--- src/rtl/light_pkg.sv ---
// Shared encodings for the lamp-side safety monitor: colour vectors,
// tracker states, fault codes and the small helpers used to classify edges.
package light_pkg;

  // Lamp vectors are indexed [0:2] = {red, yellow, green}.
  localparam logic [0:2] RED    = 3'b100;
  localparam logic [0:2] YELLOW = 3'b010;
  localparam logic [0:2] GREEN  = 3'b001;
  localparam logic [0:2] DARK   = 3'b000;

  typedef enum logic [1:0] {
    LS_OFF,
    LS_RED,
    LS_GREEN,
    LS_YELLOW
  } lamp_state_t;

  typedef enum logic [2:0] {
    FC_NONE         = 3'd0,
    FC_ENCODING     = 3'd1,
    FC_TRANSITION   = 3'd2,
    FC_DARK         = 3'd3,
    FC_SHORT_YELLOW = 3'd4,
    FC_CONFLICT     = 3'd5,
    FC_PED          = 3'd6
  } fault_code_t;

  typedef enum logic {
    RPT_IDLE,
    RPT_HOLD
  } report_state_t;

  function automatic lamp_state_t decode_lamp(logic [0:2] lamp);
    case (lamp)
      RED:     return LS_RED;
      YELLOW:  return LS_YELLOW;
      GREEN:   return LS_GREEN;
      default: return LS_OFF;
    endcase
  endfunction

  // Only the forward phase cycle is legal; holding is handled by the caller.
  function automatic logic legal_step(lamp_state_t from, lamp_state_t to);
    case (from)
      LS_OFF:    return to == LS_RED;
      LS_RED:    return to == LS_GREEN;
      LS_GREEN:  return to == LS_YELLOW;
      LS_YELLOW: return to == LS_RED;
      default:   return 1'b0;
    endcase
  endfunction

  // Lower code wins; FC_NONE never beats anything.
  function automatic logic better(fault_code_t cand, fault_code_t cur);
    return (cand != FC_NONE) && ((cur == FC_NONE) || (cand < cur));
  endfunction

endpackage

--- src/rtl/light_monitor_lamp_tracker.sv ---
// One approach: decodes the lamp vector, tracks the last legal colour and
// the yellow dwell count, and flags this lamp's own sequencing faults.
module lamp_tracker
  import light_pkg::*;
#(
  parameter int MIN_YELLOW = 3
) (
  input  logic        clk,
  input  logic        rst,
  input  logic [0:2]  lamp,
  output fault_code_t fault
);

  localparam int YW = $clog2(MIN_YELLOW + 1);
  localparam logic [YW-1:0] Y_MAX = YW'(MIN_YELLOW);

  lamp_state_t   state;
  lamp_state_t   dec;
  logic          multi;
  logic [YW-1:0] ycnt;

  always_comb begin
    multi = ($countones(lamp) > 1);
    dec   = decode_lamp(lamp);
    fault = FC_NONE;
    if (multi) begin
      fault = FC_ENCODING;
    end else if (dec != state) begin
      if (dec == LS_OFF) begin
        fault = FC_DARK;
      end else if (!legal_step(state, dec)) begin
        fault = FC_TRANSITION;
      end else if ((state == LS_YELLOW) && (ycnt < Y_MAX)) begin
        fault = FC_SHORT_YELLOW;
      end
    end
  end

  // The tracker follows the input even on faulting edges so a single bad
  // edge is reported once; an unreadable vector leaves everything as is.
  always_ff @(posedge clk) begin
    if (rst) begin
      state <= LS_OFF;
      ycnt  <= '0;
    end else if (!multi) begin
      state <= dec;
      if (dec == LS_YELLOW) begin
        if (state != LS_YELLOW) begin
          ycnt <= YW'(1);
        end else if (ycnt != Y_MAX) begin
          ycnt <= ycnt + YW'(1);
        end
      end else begin
        ycnt <= '0;
      end
    end
  end

endmodule

--- src/rtl/light_monitor.sv ---
// Lamp-side safety monitor: per-approach trackers, cross-approach checks,
// one-stage fault capture and a first-fault report held until acknowledged.
//   state    | meaning
//   RPT_IDLE | nothing latched, outputs zero
//   RPT_HOLD | fault latched and reported, frozen until fault_ack
module light_monitor
  import light_pkg::*;
#(
  parameter int NUM_LIGHTS = 4,
  parameter int MIN_YELLOW = 3,
  parameter int CNT_W      = 8
) (
  input  logic                          clk,
  input  logic                          rst,
  input  logic [NUM_LIGHTS-1:0][0:2]    ltfs,
  input  logic [NUM_LIGHTS-1:0]         lgreen,
  input  logic                          fault_ack,
  output logic                          fault_valid,
  output logic [2:0]                    fault_code,
  output logic [$clog2(NUM_LIGHTS)-1:0] fault_light,
  output logic                          attention_req,
  output logic [CNT_W-1:0]              fault_count
);

  localparam int LW = $clog2(NUM_LIGHTS);

  fault_code_t   lamp_fault [NUM_LIGHTS];
  fault_code_t   det_code_c;
  logic [LW-1:0] det_light_c;
  logic          seen_green;
  logic          multi_green;
  logic [LW-1:0] first_green;

  logic          det_valid;
  fault_code_t   det_code;
  logic [LW-1:0] det_light;

  report_state_t rpt_q, rpt_d;
  fault_code_t   code_q, code_d;
  logic [LW-1:0] light_q, light_d;
  logic          attn_q;
  logic [CNT_W-1:0] cnt_q;

  for (genvar g = 0; g < NUM_LIGHTS; g++) begin : g_lamp
    lamp_tracker #(
      .MIN_YELLOW(MIN_YELLOW)
    ) u_trk (
      .clk  (clk),
      .rst  (rst),
      .lamp (ltfs[g]),
      .fault(lamp_fault[g])
    );
  end

  // Ascending index with a strict "better" compare breaks ties low.
  always_comb begin
    det_code_c  = FC_NONE;
    det_light_c = '0;
    seen_green  = 1'b0;
    multi_green = 1'b0;
    first_green = '0;
    for (int i = 0; i < NUM_LIGHTS; i++) begin
      if (better(lamp_fault[i], det_code_c)) begin
        det_code_c  = lamp_fault[i];
        det_light_c = LW'(i);
      end
      if (ltfs[i] == GREEN) begin
        if (seen_green) begin
          multi_green = 1'b1;
        end else begin
          first_green = LW'(i);
        end
        seen_green = 1'b1;
        if (lgreen[i] && better(FC_PED, det_code_c)) begin
          det_code_c  = FC_PED;
          det_light_c = LW'(i);
        end
      end
    end
    if (multi_green && better(FC_CONFLICT, det_code_c)) begin
      det_code_c  = FC_CONFLICT;
      det_light_c = first_green;
    end
  end

  always_ff @(posedge clk) begin
    if (rst) begin
      det_valid <= 1'b0;
      det_code  <= FC_NONE;
      det_light <= '0;
    end else begin
      det_valid <= (det_code_c != FC_NONE);
      det_code  <= det_code_c;
      det_light <= det_light_c;
    end
  end

  // An ack coinciding with a fresh fault replaces the report instead of
  // dropping to idle, so no fault slips through between reports.
  always_comb begin
    rpt_d   = rpt_q;
    code_d  = code_q;
    light_d = light_q;
    if (det_valid && ((rpt_q == RPT_IDLE) || fault_ack)) begin
      rpt_d   = RPT_HOLD;
      code_d  = det_code;
      light_d = det_light;
    end else if ((rpt_q == RPT_HOLD) && fault_ack) begin
      rpt_d   = RPT_IDLE;
      code_d  = FC_NONE;
      light_d = '0;
    end
  end

  always_ff @(posedge clk) begin
    if (rst) begin
      rpt_q   <= RPT_IDLE;
      code_q  <= FC_NONE;
      light_q <= '0;
      attn_q  <= 1'b0;
      cnt_q   <= '0;
    end else begin
      rpt_q   <= rpt_d;
      code_q  <= code_d;
      light_q <= light_d;
      attn_q  <= (rpt_d == RPT_HOLD);
      if (det_valid && (cnt_q != '1)) begin
        cnt_q <= cnt_q + CNT_W'(1);
      end
    end
  end

  assign fault_valid   = (rpt_q == RPT_HOLD);
  assign fault_code    = code_q;
  assign fault_light   = light_q;
  assign attention_req = attn_q;
  assign fault_count   = cnt_q;

endmodule

--- config.mk ---
export PLATFORM = sky130hd
export DESIGN_NAME = light_monitor
export DESIGN_NICKNAME = d
export VERILOG_FILES = /design/src/rtl/light_pkg.sv /design/src/rtl/light_monitor_lamp_tracker.sv /design/src/rtl/light_monitor.sv
export SDC_FILE = /design/constraint.sdc
export NUM_CORES = 1
export LEC_CHECK = 0
export CORE_ASPECT_RATIO = 0.75
export CORE_MARGIN = 1
export CORE_UTILIZATION = 63
export DETAILED_ROUTE_END_ITERATION = 12
export PLACE_DENSITY = 0.95
export SYNTH_ARGS = -nofsm -noshare
export SYNTH_HDL_FRONTEND = slang
export SYNTH_SLANG_ARGS = --single-unit
--- constraint.sdc ---
create_clock -name clk -period 17 [get_ports clk]
set_input_delay 3.4 -clock clk [delete_from_list [all_inputs] [get_ports clk]]
set_output_delay 3.4 -clock clk [all_outputs]
set_load 0.03 [all_outputs]
==> results of run 1 <==
logic make-up after synthesis:
| family | share of synthesized area |
|---|---|
| xor gates and xnor gates | 0.01587 |
| adders and majority gates | 0.1353 |
| buffers and inverters | 0.03817 |
| DFF | 0.2177 |
| AOI/OAI and AO/OA | 0.2823 |
| and+or+nand+nor | 0.2868 |
| muxes | 0.02381 |
power groups by stage:
stage          Clock (uW)  Combinational (uW)  Sequential (uW)
5_1_grt              65.3                 217              113
6_report             60.8                 199              111
4_1_cts              61.8                 196              111
2_1_floorplan           0                 143              118
3_3_place_gp            0                 186              112
3_5_place_dp            0                 195              113
routing by layer:
metal,up-vias,track usage
met5,-,0
met4,0,0.09375
met3,15,0.04713
met2,139,0.5130
met1,1538,0.3692
li1,1639,-
critical path: cells and delay by family:
kind            cells  cell delay, ns
fa+ha+maj           4            1.12
simple gates        7            1.94
buf+inv             3            0.65
compound gates     14            3.43
final timing paths:
| path | start | end | slack [ns] |
|---|---|---|---|
| worst max register to register | g_lamp[0].u_trk.state[0] | det_light[0] | 9.76 |
| worst min-delay path | g_lamp[0].u_trk.ycnt[1] | g_lamp[0].u_trk.ycnt[1] | 0.47 |
| worst min register to register | g_lamp[0].u_trk.ycnt[1] | g_lamp[0].u_trk.ycnt[1] | 0.47 |
| worst max-delay path | ltfs[0] | det_light[0] | 6.67 |
synthesized netlist by cell type, types with 6 or more instances:
cell,n
a21oi_1,33
a32oi_1,7
dfxtp_1,36
ha_1,35
inv_1,22
nand2_1,36
nand2b_1,12
nand4_1,6
nor2_1,43
nor2b_1,15
nor3_1,22
o211ai_1,7
o21ai_0,13
or3_1,8
through the flow:
stage,hold slack [ns],cell area (um2),worst slack (ns),cells
after floorplan,0.4400,3311,7.735,421
after global placement,0.4525,3695,6.887,517
after detailed placement,0.4632,3695,6.442,517
after CTS,0.4754,3782,6.782,525
after global routing,0.5092,3782,6.237,525
final,0.4712,3782,6.667,525
state kept, by name (all words and copies together), names as in the netlist:
register	cells
fault_count	8
det_light	2
fault_light	2
fault_code	3
attention_req	1
det_code	3
g_lamp.u_trk.ycnt	8
det_valid	1
g_lamp.u_trk.state	8
final cells by class:
class / count / area (um2)
Multi-Input combinational cell: 353 / 2464
Fill cell: 367 / 1200
Sequential cell: 36 / 720.7
Timing Repair Buffer: 34 / 337.8
Tap cell: 72 / 90.09
Inverter: 22 / 82.58
Clock buffer: 5 / 68.82
Clock inverter: 3 / 18.77
==> results.yml, run 1 <==
routing:
  drtPass1Iterations: 5
  drc: 0
  ant_nets: 0
  wl_per_cell_um: 14.82
  top_layer: "met4"
  drt-met1-wl_um: 3533
  drt_iter0_drc: 293
  wirelength_um: 7783
  num_vias: 3331
  drt-vias-per-instance: 6.345
  met3_wirelength_um: 473
  met2_length_um: 3673
final_layout:
  n_antenna_cell: 0
  finish.utilization: 0.7592
  syn2layout_area_growth_pct: 14.25
  final_cell_mix: "nor2_1 (43), nand2_1 (36), dfxtp_1 (36)"
  layout_commonest_cell: "nor2_1"
  layout.nets: 506
  drive_gt1_frac: 0.07285
worst_setup_path:
  cp_common_cell: "ha_1"
  worstPathRequired_ns: 17.21
  rr_worst_depth: 27
  cp-start-kind: "input pin"
  crit_path_top_delay_cell: "a22oi_1"
  cp-end-kind: "flip-flop"
  worst_ep_arrival_time_ns: 10.54
  cpPeakStageDelay_ns: 0.63
  crit_type: "in2reg"
  worstPathMaxFanout: 9
power_and_ir_drop:
  p_total_uw: 371.4
  pwr-share-clk: 0.164
  leakagePower_uw: 0.001478
  internal_power_uw: 210.5
  p_seq_frac: 0.300
  power.switching_uw: 160.9
  peakVddDrop_mv: 0.04749
  pwr_density_cell_mw_per_mm2: 98.20
  netSwitchingFraction: 0.4331
  p_comb_frac: 0.537
cts:
  post_cts_resized: 0
  htreeDepth: 2
  holdBufCountCts: 0
  cts_sinks: 36
  cts_setup_buffers: 0
  tritoncts: "done"
  clk_pin_slew_ns: 0.08
  clk_latency_ns: 0.29
  cts_buffers: 5
  cts_buffer_depth: 2
  cts-root-buf: "clkbuf_8"
logic_synthesis:
  yosysWarnings: 0
  synth.distinct_cells: 76
  synthFlopType: "dfxtp_1"
  yosysSeqAreaShare: 0.2177
  syn_nets: 475
  synth_top_area_frac: 0.2177
  synth_edf_count: 0
  yosys.area.top_type: "dfxtp_1"
  synth_seq_cells: 36
  synth_area_leaders: "dfxtp_1 (22%), ha_1 (13%), a21oi_1 (5.0%)"
  synthArstFlopShare: 0
  synth_area_mm2: 0.003311
  syn_inst: 421
  synth_area_per_cell_um2: 7.864
timing:
  tightest_slew_ns: 0.7569
  tns_ns: 0
  slew_headroom: 0.4954
  finalSetupViolations: 0
  slew_violations: 0
  fin_crit_sh: 0.6078
  max_freq_mhz: 96.78
  grt_setup_unrepaired: "no"
  fin_crit_ns: 10.33
  finClkSkew_ns: 0.003004
  hold_violations: 0
placement:
  numPortBuffers: 33
  hpwl_um: 5967
  gp_congestion: 0.9541
floorplan:
  core-area_mm2: 0.004982
  num_rows: 22
  num_io_pins: 34
  fp.dieW_um: 85.71
  start_util: 0.6645
  dieArea_mm2: 0.005552
  die_height_um: 64.78
global_routing:
  overflow: 0
  grtUsageTotal: 0.2928
  grt_pass1_wl_um: 13340
  grt_max_degree: 38
  antenna_found_initial: 0
  grt_pass1_vias: 3179
worst_hold_path:
  whs_path_depth: 2
  hold_class: "reg2reg"
run:
  cap_violations: 0
outcome:
  outcome: "finished, final reports clean"
Power figures use the tool's default switching activity.
==> inputs of run 2 (changes only) <==
--- a/config.mk
+++ b/config.mk
@@ -7,9 +7,9 @@
 export LEC_CHECK = 0
 export CORE_ASPECT_RATIO = 0.75
 export CORE_MARGIN = 1
-export CORE_UTILIZATION = 63
+export CORE_UTILIZATION = 52
 export DETAILED_ROUTE_END_ITERATION = 12
-export PLACE_DENSITY = 0.95
+export PLACE_DENSITY = 0.87
 export SYNTH_ARGS = -nofsm -noshare
 export SYNTH_HDL_FRONTEND = slang
 export SYNTH_SLANG_ARGS = --single-unit
==> constraint.sdc (replaced) <==
create_clock -name clk -period 9 [get_ports clk]
set_input_delay 1.8 -clock clk [delete_from_list [all_inputs] [get_ports clk]]
set_output_delay 1.8 -clock clk [all_outputs]
set_load 0.03 [all_outputs]
==> results.yml, run 2 (same netlist as run 1, synthesis figures left out) <==
timing:
  worst_hold_slack_ns: 0.4667
  slew_headroom: 0.5232
  setup_slack_ns: 0.5689
  finalSetupViolations: 0
  finClkSkew_ns: 0.004813
  slew_violations: 0
  tightest_slew_ns: 0.7130
  fin_crit_ns: 8.431
  hold_violations: 0
  tns_ns: 0
  grt_setup_unrepaired: "no"
  fin_crit_sh: 0.9368
  max_freq_mhz: 118.6
floorplan:
  num_io_pins: 34
  die_height_um: 71.10
  start_util: 0.5540
  fp.dieW_um: 94.14
  core-area_mm2: 0.005976
  dieArea_mm2: 0.006693
  num_rows: 24
global_routing:
  grt_pass1_wl_um: 13080
  grt_max_degree: 38
  antenna_found_initial: 0
  overflow: 0
  grt_pass1_vias: 2983
  grtUsageTotal: 0.2407
worst_setup_path:
  worstPathRequired_ns: 9.21
  worstPathMaxFanout: 9
  crit_type: "in2reg"
  cp_num_buf_inv: 4
  cp-end-kind: "flip-flop"
  worst_ep_arrival_time_ns: 8.64
  crit_path_top_delay_cell: "or4b_4"
  cp-start-kind: "input pin"
  cpPeakStageDelay_ns: 0.53
  crit_family: "compound AO/OA/AOI/OAI gates"
cts:
  tritoncts: "done"
  cts-root-buf: "clkbuf_8"
  holdBufCountCts: 0
  cts_buffers: 5
  cts_sinks: 36
  clk_latency_ns: 0.29
  htreeDepth: 2
  post_cts_resized: 0
  cts_setup_buffers: 0
  clk_pin_slew_ns: 0.08
  cts_buffer_depth: 2
final_layout:
  n_fill_cell: 510
  syn2layout_area_growth_pct: 14.93
  n_antenna_cell: 0
  fin_area_mm2: 0.003805
  layout.nets: 508
  final_cell_mix: "nor2_1 (43), nand2_1 (36), dfxtp_1 (36)"
  multiInputGateArea_mm2: 0.002464
  layout_commonest_cell: "nor2_1"
  drive_gt1_frac: 0.07692
  seq_area_um2: 720.7
placement:
  numPortBuffers: 33
  hpwl_um: 5791
  place_area_mm2: 0.003717
  post-place-ws_ns: 0.4260
  gp_congestion: 0.9836
routing:
  num_vias: 3251
  drt-vias-per-instance: 6.099
  wl_per_cell_um: 14.26
  ant_nets: 0
  drtPass1Iterations: 5
  wirelength_um: 7600
  drc: 0
  drt_iter0_drc: 193
power_and_ir_drop:
  pwr_density_cell_mw_per_mm2: 184.3
  peakVddDrop_mv: 0.09067
  p_total_uw: 701.3
  leakagePower_uw: 0.001488
outcome:
  outcome: "finished, final reports clean"
run:
  cap_violations: 0
worst_hold_path:
  hold_class: "reg2reg"
-- run 2: changes by cell type in the layout (fill, tap and decap cells not counted), sizes merged --
cell  delta
buf      +2
-- run 2: worst reg2reg max path, delay by kind of cell (launching register included) --
kind	cells	cell delay, ns
compound gates	12	2.53
buf+inv	3	0.21
fa+ha+maj	4	1.14
mux	1	0.39
flops	1	0.44
simple gates	10	2.11
-- run 2: layout make-up --
class,instances,area share
multi-input cells,353,0.6475
inverters,22,0.02170
clock buffers,5,0.01809
flip-flops and latches,36,0.1894
clock inverters,3,0.004933
well taps,78,0.02565
repair buffers,36,0.09273
-- run 2: where the power goes --
| part | internal [uW] | leakage, uW | switching, uW |
|---|---|---|---|
| Sequential | 185 | 0.000295 | 23.1 |
| Clock | 53.9 | 0.0000479 | 60.0 |
| Combinational | 160 | 0.00115 | 219 |
| Total | 400 | 0.00149 | 302 |
-- run 2: routing by layer --
layer	track usage	vias to the layer above	share of wire
met2	0.3925	95	0.46
met1	0.3228	1493	0.47
met4	0.06496	0	0.013
li1	-	1649	-
met3	0.04946	14	0.053
met5	0	-	0
-- run 2: final timing paths --
| kind | slack, ns | depth (start not counted) | to | startpoint |
|---|---|---|---|---|
| worst max-delay path | 0.57 | 31 | det_light[1] | ltfs[0] |
| worst min-delay path | 0.47 | 2 | g_lamp[0].u_trk.ycnt[1] | g_lamp[0].u_trk.ycnt[1] |
| worst max register to register | 2.10 | 30 | det_light[1] | g_lamp[0].u_trk.state[0] |
| worst min register to register | 0.47 | 2 | g_lamp[0].u_trk.ycnt[1] | g_lamp[0].u_trk.ycnt[1] |
-- run 2: through the flow --
| stage | cells | util |
|---|---|---|
| global route | 533 | 0.6367 |
| CTS | 533 | 0.6367 |
| finish | 533 | 0.6367 |
| detailed placement | 525 | 0.6221 |
| floorplan | 421 | - |
| global placement | 525 | 0.6221 |
